`src/rtl/ci_pkg.sv`:
```
// Shared types and constants for the custom-instruction sequencer.
package ci_pkg;

    localparam int unsigned CI_DATA_W = 32;
    localparam int unsigned CI_ID_W   = 8;
    localparam int unsigned CI_CNT_W  = 10;
    localparam int unsigned CI_SEL_W  = 3;

    localparam logic [CI_DATA_W-1:0] CI_ERR_RESULT     = 32'hFFFF_FFFF;
    localparam logic [CI_DATA_W-1:0] CI_UNKNOWN_RESULT = 32'h0;

    typedef enum logic [1:0] {
        ST_IDLE  = 2'd0,
        ST_ISSUE = 2'd1,
        ST_WAIT  = 2'd2,
        ST_RESP  = 2'd3
    } ci_state_e;

    typedef struct packed {
        logic [CI_DATA_W-1:0] value_a;
        logic [CI_DATA_W-1:0] value_b;
    } ci_operands_t;

    // Unit index from an instruction ID; wraps modulo 256 by design.
    function automatic logic [CI_ID_W-1:0] ci_sel(input logic [CI_ID_W-1:0] id,
                                                  input logic [CI_ID_W-1:0] base);
        return id - base;
    endfunction

endpackage

```
`src/rtl/ci_sequencer_if.sv`:
```
// CPU-side and unit-side signals of the custom-instruction sequencer.
interface ci_sequencer_if #(
    parameter int unsigned NUM_UNITS = 4
);
    import ci_pkg::*;

    logic                           ciStart;
    logic [CI_ID_W-1:0]             ciN;
    logic [CI_DATA_W-1:0]           ciValueA;
    logic [CI_DATA_W-1:0]           ciValueB;
    logic                           ciDone;
    logic [CI_DATA_W-1:0]           ciResult;
    logic [NUM_UNITS-1:0]           unitStart;
    logic [CI_DATA_W-1:0]           unitValueA;
    logic [CI_DATA_W-1:0]           unitValueB;
    logic [NUM_UNITS-1:0]           unitDone;
    logic [CI_DATA_W*NUM_UNITS-1:0] unitResult;
    logic                           busy;
    logic                           errUnknown;
    logic                           errTimeout;

    // Sequencer side.
    modport slave (
        input  ciStart, ciN, ciValueA, ciValueB, unitDone, unitResult,
        output ciDone, ciResult, unitStart, unitValueA, unitValueB,
               busy, errUnknown, errTimeout
    );

    // Environment side: CPU plus attached units.
    modport master (
        output ciStart, ciN, ciValueA, ciValueB, unitDone, unitResult,
        input  ciDone, ciResult, unitStart, unitValueA, unitValueB,
               busy, errUnknown, errTimeout
    );

endinterface

```
`src/rtl/ci_timeout_counter.sv`:
```
// Wait-cycle counter; terminal count flags the last permitted wait cycle.
module ci_timeout_counter
    import ci_pkg::*;
#(
    parameter int unsigned TIMEOUT = 1023
) (
    input  logic clock,
    input  logic reset,
    input  logic i_clear,
    input  logic i_enable,
    output logic o_tc_c
);

    logic [CI_CNT_W-1:0] r_count;

    always_ff @(posedge clock or negedge reset) begin
        if (!reset) begin
            r_count <= '0;
        end else if (i_clear) begin
            r_count <= '0;
        end else if (i_enable) begin
            r_count <= r_count + CI_CNT_W'(1);
        end
    end

    // The increment on this cycle would reach TIMEOUT.
    assign o_tc_c = (r_count == CI_CNT_W'(TIMEOUT - 1));

endmodule

```
`src/rtl/ci_sequencer.sv`:
```
// Issues CPU custom instructions to one of NUM_UNITS multi-cycle units and returns the result.
module ci_sequencer
    import ci_pkg::*;
#(
    parameter int unsigned        NUM_UNITS = 4,
    parameter logic [CI_ID_W-1:0] ID_BASE   = 8'h00,
    parameter int unsigned        TIMEOUT   = 1023
) (
    input  logic           clock,
    input  logic           reset,
    ci_sequencer_if.slave  bus
);

    ci_state_e              r_state, w_state_next;
    logic [CI_SEL_W-1:0]    r_sel, w_sel_next;
    ci_operands_t           r_ops, w_ops_next;
    logic                   r_ci_done, w_ci_done_next;
    logic [CI_DATA_W-1:0]   r_ci_result, w_ci_result_next;
    logic [NUM_UNITS-1:0]   r_unit_start, w_unit_start_next;
    logic                   r_busy, w_busy_next;
    logic                   r_err_unknown, w_err_unknown_next;
    logic                   r_err_timeout, w_err_timeout_next;

    logic [CI_ID_W-1:0]     w_sel_full;
    logic                   w_sel_valid;
    logic [NUM_UNITS-1:0]   w_sel_onehot;
    logic                   w_unit_done;
    logic [CI_DATA_W-1:0]   w_unit_result;
    logic                   w_cnt_clear;
    logic                   w_cnt_enable;
    logic                   w_tc;

    assign w_sel_full  = ci_sel(bus.ciN, ID_BASE);
    assign w_sel_valid = (w_sel_full < CI_ID_W'(NUM_UNITS));

    // Decode and per-unit muxing without out-of-range part selects.
    always_comb begin
        w_sel_onehot  = '0;
        w_unit_done   = 1'b0;
        w_unit_result = '0;
        for (int unsigned i = 0; i < NUM_UNITS; i++) begin
            w_sel_onehot[i] = (w_sel_full == CI_ID_W'(i));
            if (r_sel == CI_SEL_W'(i)) begin
                w_unit_done   = bus.unitDone[i];
                w_unit_result = bus.unitResult[CI_DATA_W*i +: CI_DATA_W];
            end
        end
    end

    ci_timeout_counter #(
        .TIMEOUT (TIMEOUT)
    ) u_timeout (
        .clock    (clock),
        .reset    (reset),
        .i_clear  (w_cnt_clear),
        .i_enable (w_cnt_enable),
        .o_tc_c   (w_tc)
    );

    always_ff @(posedge clock or negedge reset) begin
        if (!reset) begin
            r_state       <= ST_IDLE;
            r_sel         <= '0;
            r_ops         <= '0;
            r_ci_done     <= 1'b0;
            r_ci_result   <= '0;
            r_unit_start  <= '0;
            r_busy        <= 1'b0;
            r_err_unknown <= 1'b0;
            r_err_timeout <= 1'b0;
        end else begin
            r_state       <= w_state_next;
            r_sel         <= w_sel_next;
            r_ops         <= w_ops_next;
            r_ci_done     <= w_ci_done_next;
            r_ci_result   <= w_ci_result_next;
            r_unit_start  <= w_unit_start_next;
            r_busy        <= w_busy_next;
            r_err_unknown <= w_err_unknown_next;
            r_err_timeout <= w_err_timeout_next;
        end
    end

    // Outputs are registered from the next state so they align with the state they describe.
    always_comb begin
        w_state_next       = r_state;
        w_sel_next         = r_sel;
        w_ops_next         = r_ops;
        w_ci_done_next     = 1'b0;
        w_ci_result_next   = '0;
        w_unit_start_next  = '0;
        w_err_unknown_next = r_err_unknown;
        w_err_timeout_next = r_err_timeout;
        w_cnt_clear        = 1'b0;
        w_cnt_enable       = 1'b0;

        case (r_state)
            ST_IDLE: begin
                if (bus.ciStart) begin
                    w_ops_next = '{value_a: bus.ciValueA, value_b: bus.ciValueB};
                    if (w_sel_valid) begin
                        w_sel_next        = CI_SEL_W'(w_sel_full);
                        w_unit_start_next = w_sel_onehot;
                        w_state_next      = ST_ISSUE;
                    end else begin
                        w_err_unknown_next = 1'b1;
                        w_ci_done_next     = 1'b1;
                        w_ci_result_next   = CI_UNKNOWN_RESULT;
                        w_state_next       = ST_RESP;
                    end
                end
            end
            ST_ISSUE: begin
                w_cnt_clear = 1'b1;
                if (w_unit_done) begin
                    w_ci_done_next   = 1'b1;
                    w_ci_result_next = w_unit_result;
                    w_state_next     = ST_RESP;
                end else begin
                    w_state_next = ST_WAIT;
                end
            end
            ST_WAIT: begin
                // A done on the terminal-count cycle wins over the timeout.
                if (w_unit_done) begin
                    w_ci_done_next   = 1'b1;
                    w_ci_result_next = w_unit_result;
                    w_state_next     = ST_RESP;
                end else if (w_tc) begin
                    w_err_timeout_next = 1'b1;
                    w_ci_done_next     = 1'b1;
                    w_ci_result_next   = CI_ERR_RESULT;
                    w_state_next       = ST_RESP;
                end else begin
                    w_cnt_enable = 1'b1;
                end
            end
            ST_RESP: begin
                w_state_next = ST_IDLE;
            end
            default: begin
                w_state_next = ST_IDLE;
            end
        endcase

        w_busy_next = (w_state_next != ST_IDLE);
    end

    assign bus.ciDone     = r_ci_done;
    assign bus.ciResult   = r_ci_result;
    assign bus.unitStart  = r_unit_start;
    assign bus.unitValueA = r_ops.value_a;
    assign bus.unitValueB = r_ops.value_b;
    assign bus.busy       = r_busy;
    assign bus.errUnknown = r_err_unknown;
    assign bus.errTimeout = r_err_timeout;

endmodule
```
`src/flat_wrapper.sv`:
```
// flat-port wrapper written by rule: the top's interface ports become plain ports
module ci_sequencer_flat import ci_pkg::*;
#(
    parameter int unsigned        NUM_UNITS = 4,
    parameter logic [CI_ID_W-1:0] ID_BASE   = 8'h00,
    parameter int unsigned        TIMEOUT   = 1023
)
  (clock, reset, bus_ciStart, bus_ciN, bus_ciValueA, bus_ciValueB, bus_unitDone, bus_unitResult, bus_ciDone, bus_ciResult, bus_unitStart, bus_unitValueA, bus_unitValueB, bus_busy, bus_errUnknown, bus_errTimeout);
  ci_sequencer_if #(.NUM_UNITS(NUM_UNITS)) bus_i ();
  input  logic clock;
  input  logic reset;
  input wire logic [$bits(bus_i.ciStart)-1:0] bus_ciStart;
  input wire logic [$bits(bus_i.ciN)-1:0] bus_ciN;
  input wire logic [$bits(bus_i.ciValueA)-1:0] bus_ciValueA;
  input wire logic [$bits(bus_i.ciValueB)-1:0] bus_ciValueB;
  input wire logic [$bits(bus_i.unitDone)-1:0] bus_unitDone;
  input wire logic [$bits(bus_i.unitResult)-1:0] bus_unitResult;
  output wire logic [$bits(bus_i.ciDone)-1:0] bus_ciDone;
  output wire logic [$bits(bus_i.ciResult)-1:0] bus_ciResult;
  output wire logic [$bits(bus_i.unitStart)-1:0] bus_unitStart;
  output wire logic [$bits(bus_i.unitValueA)-1:0] bus_unitValueA;
  output wire logic [$bits(bus_i.unitValueB)-1:0] bus_unitValueB;
  output wire logic [$bits(bus_i.busy)-1:0] bus_busy;
  output wire logic [$bits(bus_i.errUnknown)-1:0] bus_errUnknown;
  output wire logic [$bits(bus_i.errTimeout)-1:0] bus_errTimeout;
  assign bus_i.ciStart = bus_ciStart;
  assign bus_i.ciN = bus_ciN;
  assign bus_i.ciValueA = bus_ciValueA;
  assign bus_i.ciValueB = bus_ciValueB;
  assign bus_i.unitDone = bus_unitDone;
  assign bus_i.unitResult = bus_unitResult;
  assign bus_ciDone = bus_i.ciDone;
  assign bus_ciResult = bus_i.ciResult;
  assign bus_unitStart = bus_i.unitStart;
  assign bus_unitValueA = bus_i.unitValueA;
  assign bus_unitValueB = bus_i.unitValueB;
  assign bus_busy = bus_i.busy;
  assign bus_errUnknown = bus_i.errUnknown;
  assign bus_errTimeout = bus_i.errTimeout;
  ci_sequencer #(.NUM_UNITS(NUM_UNITS), .ID_BASE(ID_BASE), .TIMEOUT(TIMEOUT)) u_core (.clock(clock), .reset(reset), .bus(bus_i));
endmodule
```
`config.mk`:
```
export PLATFORM = sky130hd
export DESIGN_NAME = ci_sequencer_flat
export DESIGN_NICKNAME = d
export VERILOG_FILES = /design/src/rtl/ci_pkg.sv /design/src/rtl/ci_sequencer_if.sv /design/src/rtl/ci_timeout_counter.sv /design/src/rtl/ci_sequencer.sv /design/src/flat_wrapper.sv
export SDC_FILE = /design/constraint.sdc
export NUM_CORES = 1
export LEC_CHECK = 0
export ABC_AREA = 1
export CORE_ASPECT_RATIO = 1.75
export CORE_MARGIN = 2
export CORE_UTILIZATION = 42
export CTS_BUF_LIST = sky130_fd_sc_hd__clkbuf_2 sky130_fd_sc_hd__clkbuf_4 sky130_fd_sc_hd__clkbuf_8
export DETAILED_ROUTE_END_ITERATION = 8
export GPL_TIMING_DRIVEN = 0
export HOLD_SLACK_MARGIN = 0.1
export PLACE_DENSITY = 0.87
export SETUP_SLACK_MARGIN = 0.15
export SLEW_MARGIN = 20
export SYNTH_ARGS = -nofsm -noshare
export SYNTH_HDL_FRONTEND = slang
export SYNTH_SLANG_ARGS = --single-unit
```
`constraint.sdc`:
```
create_clock -name clock -period 2.16 [get_ports clock]
set_clock_uncertainty 0.1 [all_clocks]
set_input_delay 0.432 -clock clock [delete_from_list [all_inputs] [get_ports clock]]
set_output_delay 0.432 -clock clock [all_outputs]
set_load 0.005 [all_outputs]
```
==> reports/results.tsv <==
metric	value	unit
outcome	finished, final reports clean	
synth_top_family_by_area	simple AND/OR/NAND/NOR gates	
drive_gt1_frac	0.08320	
start_util	0.4242	
dp_hpwl	17.08	mm
max_clock_freq	0.5277	GHz
drv_cap	0	
routed_wl	21.28	mm
num_rows	60	
register_area	2980	µm²
crit_fanout	10	
crit_type	reg2reg	
multi_input_area	2796	µm²
drt-initial-drc-count	250	
antenna_found_initial	0	
final_max_slew_viol_count	0	
synth_area_leader_cell	dfrtp_1	
finalCritPeriodShare	0.8774	
areaGrowthSynthToFinish	59.38	%
finalSetupViolCount	0	
portBuffers	310	
grt_max_degree	78	
synth-compound-area-share	0.04916	
die_area	16440	µm²
crit_required	2410	ps
p_leak	5.468	nW
synth_nets	1141	
grt_pass1_vias	6956	
hold_path_class	reg2reg	
cts_buffers	17	
boundaryPins	311	
yosysWarnings	0	
relSlewSlack	0.5646	
arrival	2150	ps
cts.sinks	119	
fin_ws	264.9	ps
grt_overflow	0	
start_kind	flop	
coreArea	15240	µm²
holdPathStages	2	
clock_latency	420	ps
yosys.area_share.xor_xnor	0.005419	
dr.pass1.iters	4	
timing.hold.ws	365.6	ps
yosysTopAreaCellShare	0.4606	
worstMarginPinSlew	653.1	ps
synth_edf_count	0	
total_power	0.009438	W
layout.nets	1475	
htree_levels	4	
syn_area_per_cell	6.974	µm²
die_x	97.79	µm
yosysSeqAreaShare	0.4606	
rsz0062_at_grt	false	
ys_ff_latch	119	
synthFlopType	dfrtp_1	
clk_pin_slew	80	ps
finalHoldViolCount	0	
async_reset_ff_frac	1.000	
clockBufferDepth	2	
n_antenna_cell	0	
worst_setup_path_end_kind	flop	
reg2reg_depth	9	
yosysMostFrequentCell	nand2_1	
grt_usage	0.2557	
clockRootBuffer	clkbuf_8	
wl_per_cell	14.58	µm
pre_cts_ws	-435.7	ps
drc	0	
grt_pass1_wl	33.42	mm
die_y	168.1	µm
ir_drop	0.4307	mV
synthCells	927	
synthTopCellsByCount	nand2_1 (364), inv_1 (123), dfrtp_1 (119), nor2_1 (113), nand3_1 (86)	
synth-simple-area-share	0.3633	
fillerInstances	1251	
synth_cell_type_count	30	
final.min_clock_period	1895	ps
via_count	6938	
postRouteAntennaNets	0	
cts_tree	yes	
synth_area_leaders	dfrtp_1 (46%), nand2_1 (21%), inv_1 (7.1%)	
netlist_area	6465	µm²
gp_congestion	0.8826	
power.density	916.0	nW/µm²
avgViaCountPerCell	4.752	
synth_adder_area_share	0.01355	
synthMuxAreaShare	0	
[worst max-delay path: stages, from the launching register on]
cell and delay (ps):
dfrtp_1 470, nor2_4 250, buf_4 150, buf_2 240
nand3_1 120, nand2_1 100, nor2_1 50, nor2_1 130
nand3_1 110, a21oi_2 120
[cell usage in the layout (no fill, tap or decap), types with 2 or more instances in the layout]
cell type	n
buf_4	4
nand4_1	4
nor2_1	113
clkbuf_4	5
a21o_1	2
clkinvlp_4	2
clkinv_4	2
clkbuf_8	17
clkinv_2	2
nand2_4	3
nor2_4	2
nand3_1	86
nor3_1	4
dfrtp_1	117
buf_6	6
nor2_2	2
buf_2	15
dfrtp_2	2
nand2_2	3
inv_1	123
clkdlybuf4s50_1	309
o21ai_0	4
a21oi_2	20
buf_1	2
clkbuf_2	10
inv_6	6
nand2_1	363
ha_1	7
a21oi_1	15
bufinv_16	2
xor2_1	3
clkbuf_1	8
[final timing paths]
| check | startpoint | slack (ps) | endpoint |
|---|---|---|---|
| setup / recovery | u_core.r_sel[1]$_DFFE_PN0P_ | 260 | u_core.bus.ciResult[5]$_DFF_PN0_ |
| hold / removal | u_core.bus.errUnknown$_DFFE_PN0P_ | 370 | u_core.bus.errUnknown$_DFFE_PN0P_ |
| setup reg to reg | u_core.r_sel[1]$_DFFE_PN0P_ | 260 | u_core.bus.ciResult[5]$_DFF_PN0_ |
| hold reg to reg | u_core.bus.errUnknown$_DFFE_PN0P_ | 370 | u_core.bus.errUnknown$_DFFE_PN0P_ |
| max in group asynchronous | reset | 830 | u_core.bus.ciResult[15]$_DFF_PN0_ |
| min in group asynchronous | reset | 390 | u_core.bus.unitValueB[12]$_DFFE_PN0P_ |
[per-stage QoR]
| stage | utilization | area, µm² | setup TNS (ps) | cells |
|---|---|---|---|---|
| 4_1_cts | 0.6727 | 10250 | 0 | 1457 |
| 3_5_place_dp | 0.6450 | 9829 | -16430 | 1424 |
| 3_3_place_gp | 0.6431 | 9801 | -487950 | 1423 |
| 2_1_floorplan | - | 6465 | 0 | 927 |
| 6_report | 0.6761 | 10300 | 0 | 1460 |
| 5_1_grt | 0.6761 | 10300 | 0 | 1460 |
[routing by layer]
layer,track usage,share of wire,vias to the layer above
li1,-,-,3465
met1,0.2498,0.35,3108
met2,0.4837,0.54,291
met3,0.06144,0.060,74
met4,0.1425,0.055,0
met5,0,0,-
[flip-flops by register name, indices dropped and copies added (netlist names)]
register	flops
u_core.bus.ciDone	1
u_core.bus.errUnknown	1
u_core.bus.unitStart	4
u_core.bus.errTimeout	1
u_core.bus.unitValueA	32
u_core.bus.busy	1
u_core.bus.unitValueB	32
u_core.r_sel	3
u_core.bus.ciResult	32
u_core.r_state	2
u_core.u_timeout.r_count	10
[cell families (layout without fill, tap and decap cells)]
kind of cell	after synthesis	after routing
AND/OR/NAND/NOR	581	581
AO/OA/AOI/OAI	46	46
XOR/XNOR	4	4
flip-flops	119	119
buffers and inverters	170	517
adder cells (fa/ha/maj)	7	7
[power breakdown]
group / switching (W) / leakage (nW) / internal [W] / total, W
combinational: 0.00216 / 3.73 / 0.00200 / 0.00416
sequential: 0.000364 / 1.54 / 0.00287 / 0.00323
clock: 0.000998 / 0.200 / 0.00105 / 0.00205
total: 0.00352 / 5.47 / 0.00592 / 0.00944
[what timing repair did]
action,CTS,global route
endpoints found under the setup margin,90,87
endpoints found under the hold margin,42,0
resized for setup,10,25
pin swaps,0,1
buffers inserted,0,3
hold buffers,1,0
[cell type report]
cell class	count	share of cell area
Timing Repair Buffer	315	0.3071
Sequential cell	119	0.2893
Multi-Input combinational cell	638	0.2714
Inverter	124	0.04517
Buffer	46	0.02562
Clock buffer	17	0.02271
Tap cell	186	0.02259
Clock inverter	15	0.01615
(Power assumes the default switching activity.)
